File: src/rtl/fsm_supervisor_pkg.sv
// Shared types and default constants for the worker-FSM supervisor.
package fsm_supervisor_pkg;

  typedef enum logic [2:0] {
    ST_IDLE    = 3'd0,
    ST_LAUNCH  = 3'd1,
    ST_WAIT    = 3'd2,
    ST_KILL    = 3'd3,
    ST_RECOVER = 3'd4,
    ST_REPORT  = 3'd5
  } state_t;

  localparam int unsigned TIMEOUT_DEF   = 128;
  localparam int unsigned KILL_HOLD_DEF = 4;
  localparam int unsigned MAX_RETRY_DEF = 2;

  localparam int unsigned WDOG_W  = 10;
  localparam int unsigned TRIES_W = 3;

  // RECOVER spans kill release plus one idle-settle cycle
  localparam logic [WDOG_W-1:0] RECOVER_LAST = 10'd1;

endpackage

File: src/rtl/fsm_supervisor_timer.sv
// Shared up-counter for watchdog, kill hold and recover spacing;
// cleared on every state change, flags when the count reaches 'last'.
module sup_timer
  import fsm_supervisor_pkg::*;
(
  input  logic              clk,
  input  logic              rst_n,
  input  logic              clr,
  input  logic [WDOG_W-1:0] last,
  output logic              hit
);

  logic [WDOG_W-1:0] cnt_r;

  // Counter register; saturates so idle states can never wrap it
  always_ff @(posedge clk or negedge rst_n) begin
    if (!rst_n) begin
      cnt_r <= '0;
    end else if (clr) begin
      cnt_r <= '0;
    end else if (cnt_r != {WDOG_W{1'b1}}) begin
      cnt_r <= cnt_r + 10'd1;
    end else begin
      cnt_r <= cnt_r;
    end
  end

  assign hit = (cnt_r == last);

endmodule

File: src/rtl/fsm_supervisor.sv
// Supervises a worker FSM: launches jobs, enforces a watchdog, kills and
// retries on timeout, and reports the outcome to the host.
module fsm_supervisor
  import fsm_supervisor_pkg::*;
#(
  parameter int unsigned TIMEOUT   = TIMEOUT_DEF,
  parameter int unsigned KILL_HOLD = KILL_HOLD_DEF,
  parameter int unsigned MAX_RETRY = MAX_RETRY_DEF
) (
  input  logic               clk,
  input  logic               rst_n,
  input  logic               req_valid,
  output logic               req_ready,
  input  logic               abort,
  output logic               go,
  output logic               kill,
  input  logic               done,
  output logic               resp_valid,
  input  logic               resp_ready,
  output logic               resp_ok,
  output logic [TRIES_W-1:0] resp_tries,
  output logic               err_spurious
);

  localparam logic [WDOG_W-1:0]  WAIT_LAST = WDOG_W'(TIMEOUT - 1);
  localparam logic [WDOG_W-1:0]  KILL_LAST = WDOG_W'(KILL_HOLD - 1);
  localparam logic [TRIES_W-1:0] TRY_LIMIT = TRIES_W'(MAX_RETRY + 1);

  state_t             state_r, state_s;
  logic [TRIES_W-1:0] tries_r, tries_s;
  logic               abort_r, abort_s;
  logic               resp_ok_r, resp_ok_s;
  logic [TRIES_W-1:0] resp_tries_r, resp_tries_s;
  logic               go_r, kill_r, resp_valid_r, err_spurious_r;
  logic               tmr_clr_s, tmr_hit_s;
  logic [WDOG_W-1:0]  tmr_last_s;

  sup_timer u_timer (
    .clk   (clk),
    .rst_n (rst_n),
    .clr   (tmr_clr_s),
    .last  (tmr_last_s),
    .hit   (tmr_hit_s)
  );

  // Next-state, job bookkeeping and timer terminal-count selection
  always_comb begin
    state_s      = state_r;
    tries_s      = tries_r;
    abort_s      = abort_r;
    resp_ok_s    = resp_ok_r;
    resp_tries_s = resp_tries_r;
    tmr_last_s   = {WDOG_W{1'b1}};
    case (state_r)
      ST_IDLE: begin
        if (req_valid) begin
          tries_s = '0;
          abort_s = 1'b0;
          state_s = ST_LAUNCH;
        end else begin
          state_s = ST_IDLE;
        end
      end
      ST_LAUNCH: begin
        tries_s = tries_r + TRIES_W'(1);
        state_s = ST_WAIT;
      end
      ST_WAIT: begin
        tmr_last_s = WAIT_LAST;
        // done outranks a coincident abort or timeout
        if (done) begin
          resp_ok_s    = 1'b1;
          resp_tries_s = tries_r;
          state_s      = ST_REPORT;
        end else if (abort) begin
          abort_s = 1'b1;
          state_s = ST_KILL;
        end else if (tmr_hit_s) begin
          state_s = ST_KILL;
        end else begin
          state_s = ST_WAIT;
        end
      end
      ST_KILL: begin
        tmr_last_s = KILL_LAST;
        if (tmr_hit_s) begin
          state_s = ST_RECOVER;
        end else begin
          state_s = ST_KILL;
        end
      end
      ST_RECOVER: begin
        tmr_last_s = RECOVER_LAST;
        if (tmr_hit_s && (abort_r || (tries_r == TRY_LIMIT))) begin
          resp_ok_s    = 1'b0;
          resp_tries_s = tries_r;
          state_s      = ST_REPORT;
        end else if (tmr_hit_s) begin
          state_s = ST_LAUNCH;
        end else begin
          state_s = ST_RECOVER;
        end
      end
      ST_REPORT: begin
        if (resp_ready) begin
          resp_ok_s    = 1'b0;
          resp_tries_s = '0;
          state_s      = ST_IDLE;
        end else begin
          state_s = ST_REPORT;
        end
      end
      default: begin
        state_s = ST_IDLE;
      end
    endcase
    tmr_clr_s = (state_s != state_r);
  end

  // State, job context and registered outputs decoded from the next state
  always_ff @(posedge clk or negedge rst_n) begin
    if (!rst_n) begin
      state_r        <= ST_IDLE;
      tries_r        <= '0;
      abort_r        <= 1'b0;
      resp_ok_r      <= 1'b0;
      resp_tries_r   <= '0;
      go_r           <= 1'b0;
      kill_r         <= 1'b0;
      resp_valid_r   <= 1'b0;
      err_spurious_r <= 1'b0;
    end else begin
      state_r        <= state_s;
      tries_r        <= tries_s;
      abort_r        <= abort_s;
      resp_ok_r      <= resp_ok_s;
      resp_tries_r   <= resp_tries_s;
      go_r           <= (state_s == ST_LAUNCH);
      kill_r         <= (state_s == ST_KILL);
      resp_valid_r   <= (state_s == ST_REPORT);
      err_spurious_r <= err_spurious_r | (done & (state_r != ST_WAIT));
    end
  end

  assign req_ready    = (state_r == ST_IDLE);
  assign go           = go_r;
  assign kill         = kill_r;
  assign resp_valid   = resp_valid_r;
  assign resp_ok      = resp_ok_r;
  assign resp_tries   = resp_tries_r;
  assign err_spurious = err_spurious_r;

endmodule

File: config.mk
export PLATFORM = sky130hd
export DESIGN_NAME = fsm_supervisor
export DESIGN_NICKNAME = d
export VERILOG_FILES = /design/src/rtl/fsm_supervisor_pkg.sv /design/src/rtl/fsm_supervisor_timer.sv /design/src/rtl/fsm_supervisor.sv
export SDC_FILE = /design/constraint.sdc
export NUM_CORES = 1
export LEC_CHECK = 0
export BUFFER_PORTS_ARGS = -buffer_cell sky130_fd_sc_hd__clkbuf_2
export CORE_ASPECT_RATIO = 0.75
export CORE_MARGIN = 4
export CORE_UTILIZATION = 28
export DETAILED_ROUTE_END_ITERATION = 10
export PLACE_DENSITY_LB_ADDON = 0.1
export SETUP_SLACK_MARGIN = 0.02
export SYNTH_ARGS = -nofsm -noshare
export SYNTH_HDL_FRONTEND = slang
export SYNTH_SLANG_ARGS = --single-unit
export TNS_END_PERCENT = 10
File: constraint.sdc
create_clock -name clk -period 6.12 [get_ports clk]
set_clock_uncertainty 0.05 [all_clocks]
set_input_delay 0.612 -clock clk [delete_from_list [all_inputs] [get_ports clk]]
set_output_delay 0.612 -clock clk [all_outputs]
set_load 0.02 [all_outputs]
# ---- Yosys cells after proc, flatten, opt, wreduce, memory -nomap -nowiden
# Cells that the tools add are included.
dict set report word_totals {
  out_inout_bits 9
  regBits 25
  wordCells 69
}
dict set report op_classes {
  n_mux 26
  eq_ne 19
  reduce_logical 10
  add_sub_neg 2
  bitwise 2
}
# op n
set op_table {}
lappend op_table {{10-bit case mux with 3 select lines} 1}
lappend op_table {{3-bit 2-to-1 mux} 9}
lappend op_table {{10-bit 2-to-1 mux} 2}
lappend op_table {{3-bit case mux with 6 select lines} 1}
lappend op_table {{3-bit by 2-bit equality test with 1-bit output (second input constant)} 4}
lappend op_table {{2-bit inequality test (second input constant)} 6}
lappend op_table {{10-bit by 1-bit adder with 10-bit output (second input constant)} 1}
lappend op_table {{10-bit equality test} 1}
lappend op_table {{10-bit inequality test (second input constant)} 1}
lappend op_table {{3-bit equality test (second input constant)} 3}
lappend op_table {{1-bit 2-to-1 mux} 9}
lappend op_table {{3-bit case mux with 3 select lines} 1}
lappend op_table {{4-bit AND reduction} 2}
lappend op_table {{3-bit by 1-bit equality test with 1-bit output (second input constant)} 2}
lappend op_table {{3-bit case mux with 2 select lines} 1}
lappend op_table {{2-bit nonzero test} 3}
lappend op_table {{3-bit by 1-bit adder with 3-bit output (second input constant)} 1}
lappend op_table {{3-bit zero test} 1}
lappend op_table {{3-bit by 2-bit inequality test with 1-bit output (second input constant)} 1}
lappend op_table {{3-bit inequality test} 1}
lappend op_table {{1-bit case mux with 3 select lines} 1}
lappend op_table {{3-bit nonzero test} 1}
lappend op_table {{1-bit case mux with 2 select lines} 1}
lappend op_table {{2-bit AND reduction} 1}
lappend op_table {{other kinds (4)} 4}

# ---- Logic depth before layout (Yosys ltp)
# Gate-level depths: netlist of run 1.
dict set report logic_depth {
  depth_word 9
  mapped_depth 8
  mapped_depth_nobuf 7
}

# ---- Cells and area by module
# Synthesis of run 1 repeated with hierarchy kept, for this count alone.
dict set report hier_totals {
  hier_cells 155
  hier_area_um2 1580.3
}
# module seq_area_each_um2 instances area_per_inst_um2 cells_per_inst
set by_module_without_submodules {}
lappend by_module_without_submodules {fsm_supervisor 375.4 1 897.1 84}
lappend by_module_without_submodules {sup_timer 250.2 1 683.2 71}

# ---- Worst setup path before layout of run 1
# No wires, ideal clock.
dict set report synth_timing {
  path_kind {register -> register}
  startpoint {reg state_r[0]}
  endpoint {reg go_r, in the netlist go}
  path_stages_with_launch 8
  arrival_time_ps 2039
  period_less_slack_ps 2156
  path_buffers 1
  setup_slack_ps 3964
  cell_sequence {dfrtp_1 -> buf_6 -> or3b_4 -> xnor2_2 -> o211ai_2 -> or4_1 -> a221oi_2 -> and3_1}
}
dict set report synth_between {
  elab_chain_len 8
}
# element line_no
set synth_rtl {}
lappend synth_rtl {{start: declaration} fsm_supervisor.sv:29} ;# state_t state_r, state_s;
lappend synth_rtl {{start signal: assignment} fsm_supervisor.sv:133} ;# state_r <= state_s;
lappend synth_rtl {{3-bit equality test / 3-bit by 2-bit equality test with 1-bit output (equally long branches)} fsm_supervisor.sv:54} ;# case (state_r)
lappend synth_rtl {{10-bit case mux with 3 select lines} fsm_supervisor.sv:54}
lappend synth_rtl {{10-bit equality test} fsm_supervisor_timer.sv:28} ;# assign hit = (cnt_r == last);
lappend synth_rtl {{1-bit 2-to-1 mux} fsm_supervisor.sv:78} ;# end else if (tmr_hit_s) begin
lappend synth_rtl {{1-bit 2-to-1 mux} fsm_supervisor.sv:75} ;# end else if (abort) begin
lappend synth_rtl {{3-bit 2-to-1 mux} fsm_supervisor.sv:71} ;# if (done) begin
lappend synth_rtl {{3-bit case mux with 6 select lines *} fsm_supervisor.sv:54}
lappend synth_rtl {{3-bit by 1-bit equality test with 1-bit output *} fsm_supervisor.sv:138} ;# go_r <= (state_s == ST_LAUNCH);
lappend synth_rtl {{end signal: assignment} fsm_supervisor.sv:138}
lappend synth_rtl {{end: declaration} fsm_supervisor.sv:34} ;# logic go_r, kill_r, resp_valid_r, err_spurious_r;
# Mark *: on every way between the ends. The rest lies on a longest branch, timed or not.
# A chain may end at the register's enable or synchronous reset.

# ---- Final worst setup path of run 1
# Ends and elaborated chain as after synthesis.

==> flow_summary.ini, run 1 <==
[synthesis]
yosys.area.top_type = dfrtp_1
synthesis.nets = 166
ys_seq_elements = 25
synth.mux.area_fraction_pct = 3.69
synthAdderAreaFrac_pct = 2.64
ys.flop_type = dfrtp_1
syn_inst = 157
synth_top_area_share_pct = 44.0
async_flop_share_pct = 100
synth_top_family_by_area = simple AND/OR/NAND/NOR gates
avgSynthCellArea_um2 = 9.06
ys_seq_area_share_pct = 44.0
synth_edf_count = 0
synth_compound_area_share_pct = 15.7
yosys-top-cells-area = dfrtp_1, nor2_1, o21ai_0, nand2_1, nand3_1
yosys.area_share.simple_pct = 24.7
ys_types = 41
synth_warnings = 0
synth_xor_area_share_pct = 3.61
syn_area_um2 = 1420

[worst_setup_path]
r2r-start = state_r[0]$_DFF_PN0_
crit_path_end = go$_DFF_PN0_
setup.worst_path.class = reg -> reg
worstPathMaxFanout = 18
crit_arrival_ns = 2.66
cp-start-kind = flop
r2r_setup_slack_ns = 3.62
crit_start = state_r[0]$_DFF_PN0_
end_kind = flop
worstRegToRegCells = 6
r2r_end = go$_DFF_PN0_
required_ns = 6.28

[global_route]
grt_pass1_wl_mm = 5.20
antenna_found_initial = 0
grt_max_degree = 26
overflow = 0
grt_usage_pct = 10.3
grt_pass1_vias = 1002

[cells_and_area]
antenna_cells = 0
area_growth_pct = 10.5
drive_gt1_share_pct = 15.5
final_cell_mix = dfrtp_1, nor2_1, nand2_1, clkbuf_2, o21ai_0
finish.utilization_pct = 32.1
mostFrequentLayoutCell = dfrtp_1
fin_area_um2 = 1570
layout.nets = 178

[floorplan]
rows = 22
io_pins = 15
die-area_um2 = 6300
coreArea_um2 = 4900
fp.dieW_um = 90.3
die_h_um = 69.7
start_util_pct = 29.0

[sta]
grt_setup_unrepaired = false
finalSetupViolCount = 0
max_freq_ghz = 0.400
finalHoldViolations = 0
fin_ws_ns = 3.62
whs_ns = 0.300
period_share_pct = 40.8
drv_slew = 0
fin_crit_ns = 2.50
max_slew_margin_pct = 56.2
tns_ns = 0
worstMarginPinSlew_ns = 0.656

[place]
place_ws_ns = 3.63
placed_area_um2 = 1530
io_buffers = 14
place_congestion = 0.755
dpl.hpwl_mm = 2.34

[clock_network]
clk_pin_slew_worst_paths_ns = 0.09
htreeDepth = 1
clock_path_buffers = 2
cts-root-buf = clkbuf_8
clock_sinks = 25
cts_hold_buf = 0
insertion_delay_ns = 0.27
cts_resized = 0
tritoncts = done
cts_setup_buffers = 0
cts_buffers = 3

[route]
wl_per_cell_um = 13.9
viasPerCell = 4.92
ant_nets = 0
drt_wl_total_mm = 3.16
num_vias = 1122
drt_iter0_drc = 61
drc = 0
firstDrtPassIters = 4

[status]
status = complete, no violations

[power]
irDropWorstVdd_uv = 175
p_per_area_nw_per_um2 = 434
p_leak_uw = 0.000734

[flow_run]
max-cap-violations = 0

[min_path]
min_path_type = in -> async
-- how the worst min path moves through the flow --
stage	end	cells past startpoint	slack [ns]	start
finish	u_timer.cnt_r[2]$_DFFE_PN0P_	1	0.30	rst_n
global placement	err_spurious$_DFF_PN0_	1	0.39	err_spurious$_DFF_PN0_
CTS	u_timer.cnt_r[2]$_DFFE_PN0P_	1	0.33	rst_n
floorplan	abort_r$_DFFE_PN0P_	0	0.27	rst_n
global route	u_timer.cnt_r[2]$_DFFE_PN0P_	1	0.36	rst_n
detailed placement	err_spurious$_DFF_PN0_	1	0.40	err_spurious$_DFF_PN0_
-- worst max-delay path: stages (launching register included) --
cell	delay (ns)
dfrtp_1	0.58
or3b_4	0.52
nand2_1	0.08
a21oi_1	0.14
or4_1	0.52
a221oi_2	0.35
and3_1	0.19
-- cell usage after synthesis, drive strengths merged, types with 4 or more instances --
| master | instances |
|---|---|
| nand2 | 14 |
| o21ai | 11 |
| nor3 | 7 |
| clkbuf | 4 |
| inv | 10 |
| nor2 | 21 |
| dfrtp | 25 |
| a21oi | 7 |
| and3 | 4 |
| nand3 | 9 |
-- flip-flops by register name, indices dropped and copies added, names as in the netlist --
name,count
tries_r,3
resp_valid,1
u_timer.cnt_r,10
resp_ok,1
go,1
kill,1
err_spurious,1
abort_r,1
state_r,3
resp_tries,3
-- area by class of cell --
cell class / count / area (µm²)
clock inverters: 1 / 5.00
flip-flops and latches: 25 / 626
multi-input cells: 115 / 717
fillers: 522 / 3330
repair buffers: 14 / 70.1
well taps: 60 / 75.1
clock buffers: 3 / 41.3
inverters: 10 / 37.5
-- layer usage --
layer | GRT usage, % | wire [µm]
met5 | 0 | 0
met4 | 2.55 | 37
met3 | 3.15 | 114
met2 | 14.6 | 1280
met1 | 15.2 | 1720
-- per-stage QoR --
stage | power [µW] | cells
2_1_floorplan | 516 | 157
3_3_place_gp | 588 | 224
3_5_place_dp | 588 | 224
4_1_cts | 693 | 228
5_1_grt | 744 | 228
6_report | 682 | 228
-- power breakdown --
part	total, µW	internal, µW	switching, µW
Combinational	296	119	177
Sequential	286	212	73.1
Clock	100	45.6	54.7
Total	682	377	305
-- kinds of logic (layout without fill, tap and decap cells) --
| logic type | after synthesis | count (layout) |
|---|---|---|
| AOI/OAI and AO/OA | 32 | 32 |
| adders and majority gates | 3 | 3 |
| DFF | 25 | 25 |
| and+or+nand+nor | 70 | 70 |
| buffers and inverters | 17 | 28 |
| xor gates and xnor gates | 5 | 5 |
| muxes | 5 | 5 |
Note: power is estimated with default switching activity, not from simulation.
==> run 2, diff against run 1 <==
==> constraint.sdc (replaced) <==
create_clock -name clk -period 2.3 [get_ports clk]
set_clock_uncertainty 0.05 [all_clocks]
set_input_delay 0.23 -clock clk [delete_from_list [all_inputs] [get_ports clk]]
set_output_delay 0.23 -clock clk [all_outputs]
set_load 0.02 [all_outputs]
==> flow_summary.ini, run 2 (synthesized netlist as in run 1, its figures left out) <==
[global_route]
grt_usage_pct = 10.7
grt_max_degree = 26
overflow = 0
grt_pass1_vias = 1149
antenna_found_initial = 0
grt_pass1_wl_mm = 5.49

[sta]
max_slew_margin_pct = 56.3
finalSetupViolCount = 0
finalHoldViolations = 0
max_freq_ghz = 0.448
worstMarginPinSlew_ns = 0.655
period_share_pct = 97.1
tns_ns = 0
grt_setup_unrepaired = true
drv_slew = 0
fin_crit_ns = 2.23

[worst_setup_path]
cp-start-kind = flop
cp_cell_sequence = or3b_4 -> xnor2_2 -> o211ai_2 -> or4_4 -> a221oi_4 -> and3_1
r2r-start = state_r[1]$_DFF_PN0_
worstPathMaxFanout = 6
crit_arrival_ns = 2.39
crit_start = state_r[1]$_DFF_PN0_
end_kind = flop
setup.worst_path.class = reg -> reg
crit_family = simple AND/OR/NAND/NOR gates
critPathBufInv = 0
max_stage_delay_ns = 0.46
crit_slowest_cell = dfrtp_2
required_ns = 2.46

[route]
wl_per_cell_um = 13.6
drc = 0
topRoutingLayerUsed = met4
firstDrtPassIters = 4
num_vias = 1152
met3_length_um = 142
met2_length_mm = 1.33
wirelength_met1_mm = 1.73
ant_nets = 0
drt_wl_total_mm = 3.23
drt_iter0_drc = 66
viasPerCell = 4.84

[place]
io_buffers = 14
placed_area_um2 = 1590
dpl.hpwl_mm = 2.38
place_congestion = 0.758

[cells_and_area]
mostFrequentLayoutCell = dfrtp_1
final_cell_mix = dfrtp_1, nor2_1, nand2_1, clkbuf_2, o21ai_0
drive_gt1_share_pct = 22.5
antenna_cells = 0
finish.utilization_pct = 34.4
largest_reg_flops = 10
top_register = u_timer.cnt_r
area_growth_pct = 18.4
layout.nets = 188
fin_area_um2 = 1680

[clock_network]
htreeDepth = 1
tritoncts = done
cts_buffers = 3
clock_path_buffers = 2
clk_pin_slew_worst_paths_ns = 0.09
clock_sinks = 25
cts-root-buf = clkbuf_8
insertion_delay_ns = 0.27

[power]
p_per_area_nw_per_um2 = 1170
swShare_pct = 43.5
finalPower_uw = 1960
p_leak_uw = 0.000787
p_comb_share_pct = 51.2
pwr-share-seq_pct = 35.6
p_int_uw = 1110
clockPowerShare_pct = 13.3
switchingPower_uw = 853
irDropWorstVdd_uv = 531

[floorplan]
die_h_um = 69.7
coreArea_um2 = 4900
io_pins = 15
rows = 22
start_util_pct = 29.0
fp.dieW_um = 90.3
die-area_um2 = 6300

[flow_run]
max-cap-violations = 0

[min_path]
min_path_type = in -> reg
hold_start = done

[status]
status = complete, no violations
## run 2: cell types whose count changed in the layout (fill, tap and decap cells not counted), sizes merged
cell	delta
dlygate4sd3	+1
buf	+9
## run 2: worst reg2reg max path: stages, from the launching register on
cell and delay [ns]:
dfrtp_2 0.46, or3b_4 0.44, xnor2_2 0.15, o211ai_2 0.14, or4_4 0.45, a221oi_4 0.30, and3_1 0.19
## run 2: cell type report
class | count | area (µm²)
timing repair buffer | 24 | 148
clock inverter | 1 | 5.00
multi-input combinational | 115 | 749
inverter | 10 | 37.5
sequential | 25 | 628
tap | 60 | 75.1
fill | 528 | 3220
clock buffer | 3 | 41.3
## run 2: through the flow
| step | setup slack [ns] | hold WS (ns) | instances |
|---|---|---|---|
| after floorplan | 0.144 | -0.116 | 157 |
| final | 0.0668 | 0.225 | 238 |
| after global routing | -0.0205 | 0.232 | 238 |
| after detailed placement | 0.0864 | 0.254 | 232 |
| after CTS | 0.0547 | 0.220 | 237 |
| after global placement | 0.122 | 0.235 | 232 |
## run 2: final timing paths
| path | end | slack (ns) | cells after the start |
|---|---|---|---|
| max | go$_DFF_PN0_ | 0.07 | 6 |
| min | err_spurious$_DFF_PN0_ | 0.22 | 2 |
| max reg2reg | go$_DFF_PN0_ | 0.07 | 6 |
| min reg2reg | err_spurious$_DFF_PN0_ | 0.42 | 1 |
| max in group asynchronous | state_r[1]$_DFF_PN0_ | 1.27 | 2 |
| min in group asynchronous | u_timer.cnt_r[2]$_DFFE_PN0P_ | 0.47 | 2 |
## run 2: power by group through the flow
stage	logic, µW	clock network [µW]	registers, µW
2_1_floorplan	657	0	717
4_1_cts	979	282	687
5_1_grt	1130	295	716
3_3_place_gp	968	0	692
6_report	1000	260	698
3_5_place_dp	973	0	694
## run 2: what timing repair did
action | in CTS | in global routing
setup endpoints to repair | 0 | 4
endpoints found under the hold margin | 25 | 0
gates resized for setup | 0 | 7
setup buffers | 0 | 1
hold buffers | 1 | 0
## run 2: routing by layer
layer,up-vias,GRT usage [%]
met5,-,0
met1,537,15.4
met2,18,16.0
met3,4,3.47
li1,593,-
met4,0,1.53
